## src/rtl/sipo_deframer.sv

```systemverilog
// Serial-to-parallel deframer: assembles WIDTH-bit words from a serial stream
// (MSB- or LSB-first per word) and buffers them in a DEPTH-word output FIFO.
module sipo_deframer #(
   parameter int unsigned WIDTH = 4,
   parameter int unsigned DEPTH = 2
) (
   input  logic                       clk,
   input  logic                       rst,
   input  logic                       sin,
   input  logic                       sin_valid,
   input  logic                       shift_mode,
   input  logic                       frame_sync,
   output logic [WIDTH-1:0]           dout,
   output logic                       dout_valid,
   input  logic                       dout_ready,
   output logic [$clog2(WIDTH)-1:0]   bit_cnt,
   output logic [$clog2(DEPTH):0]     fifo_level,
   output logic                       overflow
);

   localparam int unsigned CNT_W = $clog2(WIDTH);
   localparam int unsigned PTR_W = $clog2(DEPTH);
   localparam int unsigned LVL_W = PTR_W + 1;

   logic [WIDTH-1:0] r_sreg;
   logic [CNT_W-1:0] r_bit_cnt;
   logic             r_mode;
   logic [WIDTH-1:0] r_mem [DEPTH];
   logic [PTR_W-1:0] r_wr_ptr;
   logic [PTR_W-1:0] r_rd_ptr;
   logic [LVL_W-1:0] r_level;
   logic [WIDTH-1:0] r_dout;
   logic             r_dout_valid;
   logic             r_overflow;

   logic             w_first;
   logic             w_mode;
   logic [WIDTH-1:0] w_base;
   logic [CNT_W-1:0] w_cnt_base;
   logic [WIDTH-1:0] w_word;
   logic             w_last;
   logic             w_push;
   logic             w_pop;
   logic             w_full;
   logic             w_wr_en;
   logic [PTR_W-1:0] w_rd_next;
   logic [LVL_W-1:0] w_level_next;

   // frame_sync makes the current bit the first of a fresh word
   assign w_first    = frame_sync || (r_bit_cnt == '0);
   assign w_mode     = w_first ? shift_mode : r_mode;
   assign w_base     = frame_sync ? '0 : r_sreg;
   assign w_cnt_base = frame_sync ? '0 : r_bit_cnt;
   assign w_word     = w_mode ? {sin, w_base[WIDTH-1:1]} : {w_base[WIDTH-2:0], sin};
   assign w_last     = !frame_sync && (r_bit_cnt == CNT_W'(WIDTH - 1));
   assign w_push     = sin_valid && w_last;
   assign w_pop      = r_dout_valid && dout_ready;
   assign w_full     = (r_level == LVL_W'(DEPTH));
   assign w_wr_en    = w_push && (!w_full || w_pop);
   assign w_rd_next  = w_pop ? r_rd_ptr + PTR_W'(1) : r_rd_ptr;

   always_comb begin
      w_level_next = r_level;
      if (w_wr_en && !w_pop)
         w_level_next = r_level + LVL_W'(1);
      else if (!w_wr_en && w_pop)
         w_level_next = r_level - LVL_W'(1);
   end

   // Shifter, bit counter and per-word mode latch
   always_ff @(posedge clk) begin
      if (rst) begin
         r_sreg    <= '0;
         r_bit_cnt <= '0;
         r_mode    <= 1'b0;
      end else if (sin_valid) begin
         if (w_first)
            r_mode <= shift_mode;
         if (w_last) begin
            r_sreg    <= '0;
            r_bit_cnt <= '0;
         end else begin
            r_sreg    <= w_word;
            r_bit_cnt <= w_cnt_base + CNT_W'(1);
         end
      end else if (frame_sync) begin
         r_sreg    <= '0;
         r_bit_cnt <= '0;
      end
   end

   // FIFO storage, pointers and registered head word
   always_ff @(posedge clk) begin
      if (rst) begin
         for (int i = 0; i < int'(DEPTH); i++)
            r_mem[i] <= '0;
         r_wr_ptr     <= '0;
         r_rd_ptr     <= '0;
         r_level      <= '0;
         r_dout       <= '0;
         r_dout_valid <= 1'b0;
         r_overflow   <= 1'b0;
      end else begin
         if (w_wr_en) begin
            r_mem[r_wr_ptr] <= w_word;
            r_wr_ptr        <= r_wr_ptr + PTR_W'(1);
         end
         r_rd_ptr     <= w_rd_next;
         r_level      <= w_level_next;
         r_dout_valid <= (w_level_next != '0);
         // Bypass when the new head is the slot being written this edge
         r_dout       <= (w_wr_en && (r_wr_ptr == w_rd_next)) ? w_word : r_mem[w_rd_next];
         if (w_push && w_full && !w_pop)
            r_overflow <= 1'b1;
      end
   end

   assign dout       = r_dout;
   assign dout_valid = r_dout_valid;
   assign bit_cnt    = r_bit_cnt;
   assign fifo_level = r_level;
   assign overflow   = r_overflow;

endmodule

```

## config.mk

```make
export PLATFORM = sky130hd
export DESIGN_NAME = sipo_deframer
export DESIGN_NICKNAME = d
export VERILOG_FILES = /design/src/rtl/sipo_deframer.sv
export SDC_FILE = /design/constraint.sdc
export NUM_CORES = 1
export LEC_CHECK = 0
export ABC_AREA = 0
export CAP_MARGIN = 20
export CORE_AREA = 2 2 52 54
export CTS_CLUSTER_DIAMETER = 120
export DETAILED_ROUTE_END_ITERATION = 16
export DIE_AREA = 0 0 54 56
export PLACE_DENSITY_LB_ADDON = 0.05
export SLEW_MARGIN = 20
export SYNTH_ARGS = -nofsm -noshare
export SYNTH_HDL_FRONTEND = slang
export SYNTH_SLANG_ARGS = --single-unit
```

## constraint.sdc

```tcl
create_clock -name clk -period 2.35 [get_ports clk]
set_clock_uncertainty 0.1 [all_clocks]
set_input_delay 0.3525 -clock clk [delete_from_list [all_inputs] [get_ports clk]]
set_output_delay 0.3525 -clock clk [all_outputs]
set_load 0.01 [all_outputs]
```

; ---- Word-level counts from Yosys, hierarchy flattened
; Memory sizes are Yosys's and may differ from the RTL's. A register that Yosys moved wholly into a read port is not among the register bits.
; Index checks and enable logic that the tools add are counted.
; W data, S select, Z words.
[word_totals]
out_inout_bits = 10
in_bits = 7
wordCells = 52
mem_bits_rw = 8
n_memories = 1
ff_bits = 13
[op_classes]
n_reduce_logical = 17
muxes = 19
n_eq_ne = 2
add_sub_neg = 5
[mem_list]
columns = memory, words, word_bits, rd, rd_ports_with_merged_regs, wr, line_no
row1 = r_mem, 2, 4, 1, 1, 2, 28  ; logic [WIDTH-1:0] r_mem [DEPTH];
[op_table]
columns = cell, n
row1 = $mux W4, 5
row2 = $mux W2, 5
row3 = $mux W1, 9
row4 = $logic_and A1 B1 Y1, 8
row5 = $add A2 B1 Y2 const B, 2
row6 = $eq A2 B2 Y1 const B, 2
row7 = $logic_not A1 Y1, 4
row8 = $reduce_or A4 Y1, 1
row9 = $add A1 B1 Y1 const B, 2
row10 = $logic_not A2 Y1, 1
row11 = $logic_or A1 B1 Y1, 2
row12 = $reduce_bool A2 Y1, 1
row13 = $sub A2 B1 Y2 const B, 1

; ---- Logic depth before layout (Yosys ltp)
; Gate-level depths: netlist of run 1.
[depth]
ltp_word = 9
mapped_depth = 7
mapped_depth_nobuf = 6

; ---- Least setup slack after synthesis of run 1
; OpenSTA, ideal clock, no wires.
[synth_timing]
path_kind = reg2reg
from = register fifo_level[0] (netlist name)
to = register r_dout[1] (netlist: dout[1]), read port of r_mem
path_buffers = 1
setup_time_ps = 131
path_stages_with_launch = 8
required_time_ps = 2119
arrival_time_ps = 1553
slack_ps = 566
period_less_slack_ps = 1784
cell_sequence = dfxtp_1 inv_1 ha_1 a21oi_1 mux2i_1 or3_1 clkbuf_2 mux2i_1
[synth_rtl]
columns = element, line_no
row1 = end: declaration, 32  ; logic [WIDTH-1:0] r_dout;

==> run metrics, run 1 <==
CTS Buffer Depth 2; postcts setup bufs 0; I/O pins 17; hold_ws 0.3805 ns; internal power 571.0 uW; Final setup viols 0; synthesized area 0.001200 mm^2; Residual DRC 0; CTS tree built; share of cells above drive strength 1 0.08759; yosys warns 0; CP Data Required Time 2.46 ns; crit start category flop; P_sw 176.0 uW; Yosys top cell area share 0.2836; period utilisation layout 0.8176; root buffer cell clkbuf_4; register area share after synthesis 0.4838; Antenna Cells 0; Worst VDD drop 0.4615 mV; GPL Wtd Cong 0.7271; largest family of logic cells by synthesized area simple AND/OR/NAND/NOR gates; XOR/XNOR share of the synthesized area 0.04380; Final Util 0.5890; max-slew violation count 0; most common cell after layout, fill and taps aside dfxtp_1; final hold viol count 0; Worst Hold Endpoint r_sreg[2]; placed wire-length estimate 1598 um; number of global-route vias before repair 829; reg2reg end dout[3]; RSZ-0062 raised after global routing false; Logic pwr share 0.117; Hold Crit Class flop to flop; Reg power frac 0.624; Clock Pin Slew Worst Setup and Hold Paths 0.13 ns; clock network fraction of total power 0.259; final wirelength 2158 um; r2r setup slk 0.43 ns; DR WL/cell 12.92 um; Primary FF master, synth dfxtp_1; Pleak 0.5602 nW; via count 878; post-synthesis mux area share 0.1356; Crit. End Element flop; num rows 18; nets@finish 146; number of enable flip-flop cells after synthesis 8; Starting Density 0.4933; Power Density 521.4 mW/mm^2; post-synth top area cell dfxtp_1; status completed; R2R depth 6; placed instance area 0.001406 mm^2; CTS HTree Levels 1; Clock Latency Late Sink 0.32 ns; width of the die 54 um; initial DRC count 18; Initial DRT Pass Iterations 4; Crit Reg-Reg Startpoint fifo_level[0]; die area 0.003024 mm^2; most frequent cells in the layout 17 x dfxtp_1, 16 x clkdlybuf4s50_1, 14 x mux2i_1; Non-Filler Instances 167; area grow syn2layout 19.39%; Post-CTS Hold Buffers 0; Antenna Violating Nets Remaining 0; largest net degree at the start of global routing 14; Port Buf Inserts 16; final worst slack 0.4286 ns; # resized after CTS 0; Post-Syn Instances 118; ys async rst share 0; pre-CTS setup slack 0.07566 ns; Achievable Freq 520.5 MHz; Crit Path Category flop to flop; Hold Path Stages 2; gr usage total 0.1672; sw frac 0.2356; Seq cells post-synth 25; Num CTS Buffers 3; placed cells 163; chip height 56 um; Synth cell types 32; relative slew slack 0.5471; finished layout cell area 0.001433 mm^2; synth top area cells dfxtp_1 28%, edfxtp_1 20%, mux2i_1 12%; worst-margin pin slew 0.6745 ns; clock sink count 25; drt via density 5.257; Max-Cap Viols 0; initial antenna violation count 0; total gr overflow 0; Compound-Gate Fraction of Synth Area 0.08759; Post-Syn Nets 126; first-pass GRT wire length 3698 um; core footprint 0.002432 mm^2; post-layout min period 1.921 ns; CP Max Fanout 6; Simple-Gate Fraction of Synth Area 0.2117; hold_sp r_sreg[2]; total power 747.0 uW; setup TNS 0 ns; Post-Synth Adder-Cell Area 0.01043; syn avg cell area 10.17 um^2; WP data arrival 2.03 ns
==> cells by family (layout without fill, tap and decap cells) <==
group / Yosys count / count (layout)
compound gates: 15 / 15
xor+xnor: 6 / 6
fa+ha+maj: 1 / 1
buf+inv: 7 / 26
flops: 25 / 25
mux: 15 / 15
simple gates: 49 / 49
==> flip-flops by register name, indices dropped and copies added, names as in the netlist <==
register	flops
r_mem	8
overflow	1
dout	4
r_sreg	4
fifo_level	2
bit_cnt	2
r_wr_ptr	1
r_rd_ptr	1
dout_valid	1
r_mode	1
==> cell type report <==
class	instances	area [um^2]
fillers	221	999.7
repair buffers	21	197.7
multi-input cells	86	586.8
clock buffers	4	26.28
well taps	30	37.54
flip-flops and latches	25	580.6
inverters	1	3.754
==> cell usage after synthesis, types with 2 or more instances <==
master / n
o21ai_0: 3
nand2_1: 11
mux2i_1: 14
clkbuf_1: 3
o31ai_1: 3
edfxtp_1: 8
nor3_1: 6
clkbuf_2: 2
dfxtp_1: 17
nand3_1: 2
nor2_1: 10
nand2b_1: 2
nand3b_1: 2
nor2b_1: 11
a21oi_1: 3
xnor2_1: 5
==> critical path, stage by stage, from the launching register on <==
cell	delay (ns)
dfxtp_1	0.39
inv_1	0.09
ha_1	0.27
a21oi_1	0.23
mux2i_1	0.10
or3_1	0.46
mux2i_1	0.17
==> worst max-delay path by stage <==
| stage | from | depth (start not counted) | endpoint |
|---|---|---|---|
| floorplan | fifo_level[0] | 7 | dout[1] |
| global placement | frame_sync | 5 | r_mem[0][2] |
| detailed placement | frame_sync | 5 | r_mem[0][2] |
| CTS | frame_sync | 5 | r_mem[0][2] |
| global route | fifo_level[0] | 6 | dout[3] |
| finish | fifo_level[0] | 6 | dout[3] |
==> routing by layer <==
layer	track usage	vias up	part of all wire	routed length, um
met5	0	-	0	0
met4	0.06429	0	0.013	27
met3	0.06720	4	0.048	103
met2	0.2526	17	0.46	985
met1	0.2095	403	0.48	1041
li1	-	454	-	-
==> power groups by stage <==
stage                     clock network [mW]  logic [mW]  registers, mW
after floorplan                            0      0.0487          0.478
after global placement                     0      0.0876          0.475
after detailed placement                   0      0.0881          0.476
after CTS                              0.200      0.0884          0.466
after global routing                   0.216      0.0967          0.469
final                                  0.193      0.0877          0.466
No activity file was read; power rests on OpenSTA's default activity.
==> run 2: changes to the inputs <==
Clock period 2.35 ns to 1.9 ns, I/O delays scaled along.
==> run 2 against run 1 <==
Compared with the run above:
- register-to-register slack got worse by 0.28 ns
- hold slack worse by 0.0046 ns
- setup slack worse by 0.30 ns
- global-route usage is 0.87 points lower
- non-clock buffer count rose by 12
- flip-flop and latch count unchanged
- critical path depth decreased by 5
- utilization grew 4.2 points
- final area increased by 7.2%
- clock-buffer cell count down 1
- sequential share of layout area down 2.6 points
- sequential power increased by 24%
==> run metrics, run 2 (synthesized netlist as in run 1, its figures left out) <==
Clock Pin Slew Worst Setup and Hold Paths 0.14 ns (about the same); Starting Density 0.4933 (unchanged); Crit Path Category flop to primary output; width of the die 54 um (unchanged); share of cells above drive strength 1 0.1879 (+0.1003); DR WL/cell 12.07 um (-6.6%); Achievable Freq 565.4 MHz; period utilisation layout 0.9308; Worst VDD drop 0.4088 mV (-11%); area grow syn2layout 27.95%; CTS HTree Levels 1 (unchanged); total gr overflow 0 (unchanged); Max-Cap Viols 0 (unchanged); core footprint 0.002432 mm^2 (unchanged); first-pass GRT wire length 3608 um (-2.4%); initial antenna violation count 0 (unchanged); relative slew slack 0.5821 (+0.03505); initial DRC count 11 (-7); number of global-route vias before repair 842 (+1.6%); CP Data Required Time 1.51 ns (-0.95 ns); status completed; root buffer cell clkbuf_4; CP peak stage delay 0.59 ns (+0.13 ns); Antenna Cells 0 (unchanged); worst-margin pin slew 0.6223 ns (-0.05220 ns); final wirelength 2161 um (+0.14%); post-layout min period 1.769 ns; clock sink count 25 (unchanged); Critical Path, Cell by Cell clkdlybuf4s50_1; WP data arrival 1.38 ns (-0.65 ns); placed wire-length estimate 1637 um (+2.4%); Post-CTS Hold Buffers 0 (unchanged); Final setup viols 0 (unchanged); hold_ws 0.3758 ns (-0.004650 ns); Initial DRT Pass Iterations 4 (unchanged); gr usage total 0.1585 (-0.008686); largest net degree at the start of global routing 16 (+2); most frequent cells in the layout 17 x buf_4, 16 x dfxtp_1, 16 x clkdlybuf4s50_1; Largest Register r_mem; I/O pins 17 (unchanged); GPL Wtd Cong 0.7167 (-1.4%); chip height 56 um (unchanged); Hold Crit Class flop to flop; final hold viol count 0 (unchanged); max-slew violation count 0 (unchanged); Crit path max-delay family buffers and inverters; pre-CTS setup slack -0.2118 ns (-0.2874 ns); Non-Filler Instances 179 (+7.2%); num rows 18 (unchanged); Antenna Violating Nets Remaining 0 (unchanged); Residual DRC 0 (unchanged); RSZ-0062 raised after global routing false; Num CTS Buffers 3 (unchanged); finished layout cell area 0.001535 mm^2 (+7.2%); Crit. End Element primary output; placed cells 174 (+6.7%); Clock Latency Late Sink 0.32 ns (about the same); placed instance area 0.001489 mm^2 (+5.9%); slowest stage cell on the critical path clkdlybuf4s50_1; nets@finish 158 (+8.2%); CTS tree built; CTS Buffer Depth 2 (unchanged); CP Max Fanout 6 (unchanged); total power 950.0 uW (+27%); Power Density 618.8 mW/mm^2 (+19%); most common cell after layout, fill and taps aside buf_4; Port Buf Inserts 16 (unchanged); max reg flops 8 (unchanged); final worst slack 0.1315 ns (-0.2972 ns); via count 902 (+2.7%); crit start category flop; die area 0.003024 mm^2 (unchanged); Pleak 0.6111 nW (+9.1%); drt via density 5.039 (-4.2%); Critical path buffers and inverters 1 (unchanged)
==> run 2: changes by cell type in the layout (fill, tap and decap cells not counted) <==
cell | before | now
dfxtp_2 | 0 | 1
mux2i_2 | 0 | 2
clkinvlp_4 | 0 | 1
buf_4 | 5 | 17
mux2i_1 | 14 | 12
dfxtp_1 | 17 | 16
clkbuf_1 | 1 | 0
==> run 2: worst reg2reg max path, stage by stage (launching register included) <==
cell      delay, ns
dfxtp_1        0.40
o21bai_2       0.24
mux2i_4        0.36
mux2i_1        0.23
buf_4          0.15
nor2_1         0.04
==> run 2: per-stage QoR <==
| stage | setup TNS [ns] | util |
|---|---|---|
| after detailed placement | -3.319 | 0.6121 |
| after global placement | -2.504 | 0.6121 |
| after floorplan | 0 | - |
| after global routing | 0 | 0.6312 |
| final | 0 | 0.6312 |
| after CTS | 0 | 0.6245 |
==> run 2: layer usage <==
metal | vias to the layer above | GRT usage | wire (um)
met4 | 0 | 0.06429 | 30
met3 | 4 | 0.02419 | 66
met1 | 406 | 0.2164 | 1075
li1 | 479 | - | -
met5 | - | 0 | 0
met2 | 13 | 0.2456 | 989
==> run 2: report_power, final <==
| part | leakage, nW | total, mW | switching (mW) | internal, mW |
|---|---|---|---|---|
| clock network | 0.0139 | 0.252 | 0.171 | 0.0805 |
| logic | 0.376 | 0.122 | 0.0542 | 0.0676 |
| registers | 0.221 | 0.577 | 0.00962 | 0.567 |
==> run 2: worst paths after layout <==
check	to	slack, ns	depth (start not counted)	from
setup / recovery	bit_cnt[1]	0.13	1	bit_cnt[1]
hold / removal	dout_valid	0.38	1	fifo_level[0]
setup reg to reg	r_mem[0][0]	0.15	5	bit_cnt[1]
hold reg to reg	dout_valid	0.38	1	fifo_level[0]
==> run 2: area by class of cell <==
cell class / count / area [um^2]
inverters: 1 / 3.754
repair buffers: 33 / 287.8
well taps: 30 / 37.54
clock buffers: 3 / 22.52
flip-flops and latches: 25 / 581.8
multi-input cells: 86 / 594.3
clock inverters: 1 / 7.507
fillers: 208 / 897.1
==> run 2: timing repair <==
action | CTS | global route
setup endpoints to repair | 0 | 3
buffers inserted | 0 | 1
resized for setup | 0 | 3
==> run 3: changes to the inputs <==
Settings changed: CELL_PAD_IN_SITES_DETAIL_PLACEMENT from default to 0, CELL_PAD_IN_SITES_GLOBAL_PLACEMENT from default to 2, CORE_AREA 2 2 52 54 to 2 2 73 58, DIE_AREA 0 0 54 56 to 0 0 75 60, PLACE_DENSITY_LB_ADDON 0.05 to 0.1.
==> run 3 against run 2 <==
Compared with the run above:
- sequential power about the same
- critical path depth grew 5
- combinational power about the same
- global-route usage decreased by 2.8 points
- via count up 2.8%
- critical path type is now input pin to flop
- largest power group unchanged
==> run metrics, run 3 (synthesized netlist as in run 1, its figures left out) <==
area grow syn2layout 35.45%; crit start category input pin; pre-CTS setup slack -0.2754 ns (-0.06362 ns); final hold viol count 0 (unchanged); width of the die 75 um (+39%); Worst Hold Endpoint r_sreg[3]; Hold Path Stages 2 (+1); most frequent cells in the layout 21 x buf_4, 16 x dfxtp_1, 16 x clkdlybuf4s50_1; max-slew violation count 0 (unchanged); r2r setup slk 0.16 ns (about the same); WP data arrival 1.74 ns (+0.36 ns); max reg flops 8 (unchanged); Final setup viols 0 (unchanged); P_sw 247.8 uW (+5.5%); Hold Crit Class flop to flop; Non-Filler Instances 208 (+16%); Power Density 634.9 mW/mm^2 (+2.6%); CTS Buffer Depth 2 (unchanged); largest net degree at the start of global routing 16 (unchanged); number of global-route vias before repair 923 (+9.6%); Starting Density 0.3134 (-0.1799); RSZ-0062 raised after global routing true; num rows 20 (+2); chip height 60 um (+7.1%); period utilisation layout 0.9517 (+0.02087); Antenna Violating Nets Remaining 0 (unchanged); Worst VDD drop 0.4892 mV (+20%); die area 0.004500 mm^2 (+49%); core footprint 0.003829 mm^2 (+57%); CP Data Required Time 1.84 ns (+0.33 ns); initial antenna violation count 0 (unchanged); final worst slack 0.09181 ns (-0.03966 ns); CP Max Fanout 4 (-2); CTS HTree Levels 1 (unchanged); GPL Wtd Cong 0.7387 (+3.1%); Port Buf Inserts 16 (unchanged); nets@finish 162 (+2.5%); Initial DRT Pass Iterations 4 (unchanged); Crit Reg-Reg Startpoint bit_cnt[1]; Clock Pin Slew Worst Setup and Hold Paths 0.09 ns (-0.05 ns); internal power 784.1 uW (+9.6%); placed cells 202 (+16%); Pleak 0.6429 nW (+5.2%); sw frac 0.2402 (-0.007016); clock sink count 25 (unchanged); Max-Cap Viols 0 (unchanged); Antenna Cells 0 (unchanged); finished layout cell area 0.001625 mm^2 (+5.9%); Achievable Freq 553.0 MHz (-2.2%); placed wire-length estimate 1927 um (+18%); Crit. End Element flop; initial DRC count 67 (+56); post-layout min period 1.808 ns (+0.03966 ns); CTS tree built; Residual DRC 0 (unchanged); Largest Register r_mem; Crit Path Category input pin to flop; R2R depth 5 (unchanged); root buffer cell clkbuf_8; gr usage total 0.1302 (-0.02834); Num CTS Buffers 3 (unchanged); relative slew slack 0.8114 (+0.2293); worst-margin pin slew 0.2774 ns (-0.3449 ns); DR WL/cell 12.35 um (+2.3%); share of cells above drive strength 1 0.2222 (+0.03430); clock network fraction of total power 0.320 (+0.055); hold_sp r_sreg[3]; I/O pins 17 (unchanged); reg2reg end r_mem[0][0]; placed instance area 0.001543 mm^2 (+3.6%); total gr overflow 0 (unchanged); Clock Latency Late Sink 0.27 ns (-0.05 ns); Reg power frac 0.558 (-0.049); total power 1.032 mW (+8.6%); setup TNS 0 ns (unchanged); via count 927 (+2.8%); most common cell after layout, fill and taps aside buf_4; Logic pwr share 0.121 (-0.007); drt via density 4.457 (-12%); first-pass GRT wire length 4381 um (+21%); status completed; final wirelength 2569 um (+19%)
run 3: worst max path at each step:
stage,from,end,slack [ns],cells after the start
finish,frame_sync,r_mem[0][0],0.09,6
global route,frame_sync,r_mem[0][0],-0.006,6
CTS,frame_sync,r_mem[0][1],0.02,5
detailed placement,frame_sync,r_mem[0][1],-0.28,5
global placement,frame_sync,r_mem[0][1],-0.18,5
floorplan,fifo_level[0],dout[1],0.12,7
run 3: power groups by stage:
stage               logic (mW)  clock network [mW]  registers (mW)
finish                   0.125               0.331           0.576
global route             0.137               0.363           0.579
CTS                      0.125               0.346           0.576
detailed placement       0.125                   0           0.589
global placement         0.125                   0           0.588
floorplan               0.0602                   0           0.591
run 3: metrics by stage:
step	utilization	hold slack, ns
after floorplan	-	0.3244
after global placement	0.4029	0.3549
after detailed placement	0.4029	0.3536
after CTS	0.4157	0.3753
after global routing	0.4245	0.4166
final	0.4245	0.3676
run 3: layer usage:
metal  GRT usage  part of all wire  vias to the layer above  routed length (um)
met5           0                 0                        -                   0
met4     0.02551            0.0074                        0                  19
met3     0.04216             0.040                        2                 102
met2      0.1980              0.44                       19                1130
met1      0.1817              0.51                      421                1316
li1            -                 -                      485                   -
run 3: final cells by class:
type                    instances  area [um^2]
flip-flops and latches         25        581.8
clock buffers                   3        41.29
repair buffers                 37        317.8
inverters                       1        3.754
multi-input cells              86        604.3
clock inverters                 1        7.507
fillers                       380         2203
well taps                      55        68.82
run 3: timing repair:
| action | in CTS | in global routing |
|---|---|---|
| hold buffers | 0 | 0 |
| buffers inserted | 0 | 2 |
| endpoints found under the setup margin | 0 | 16 |
| gates resized for setup | 0 | 5 |
run 3: worst max-delay path, cell delays in order:
cell	delay, ns
clkdlybuf4s50_1	0.48
o21bai_2	0.16
mux2i_4	0.35
mux2i_1	0.28
buf_4	0.16
nor2_1	0.03
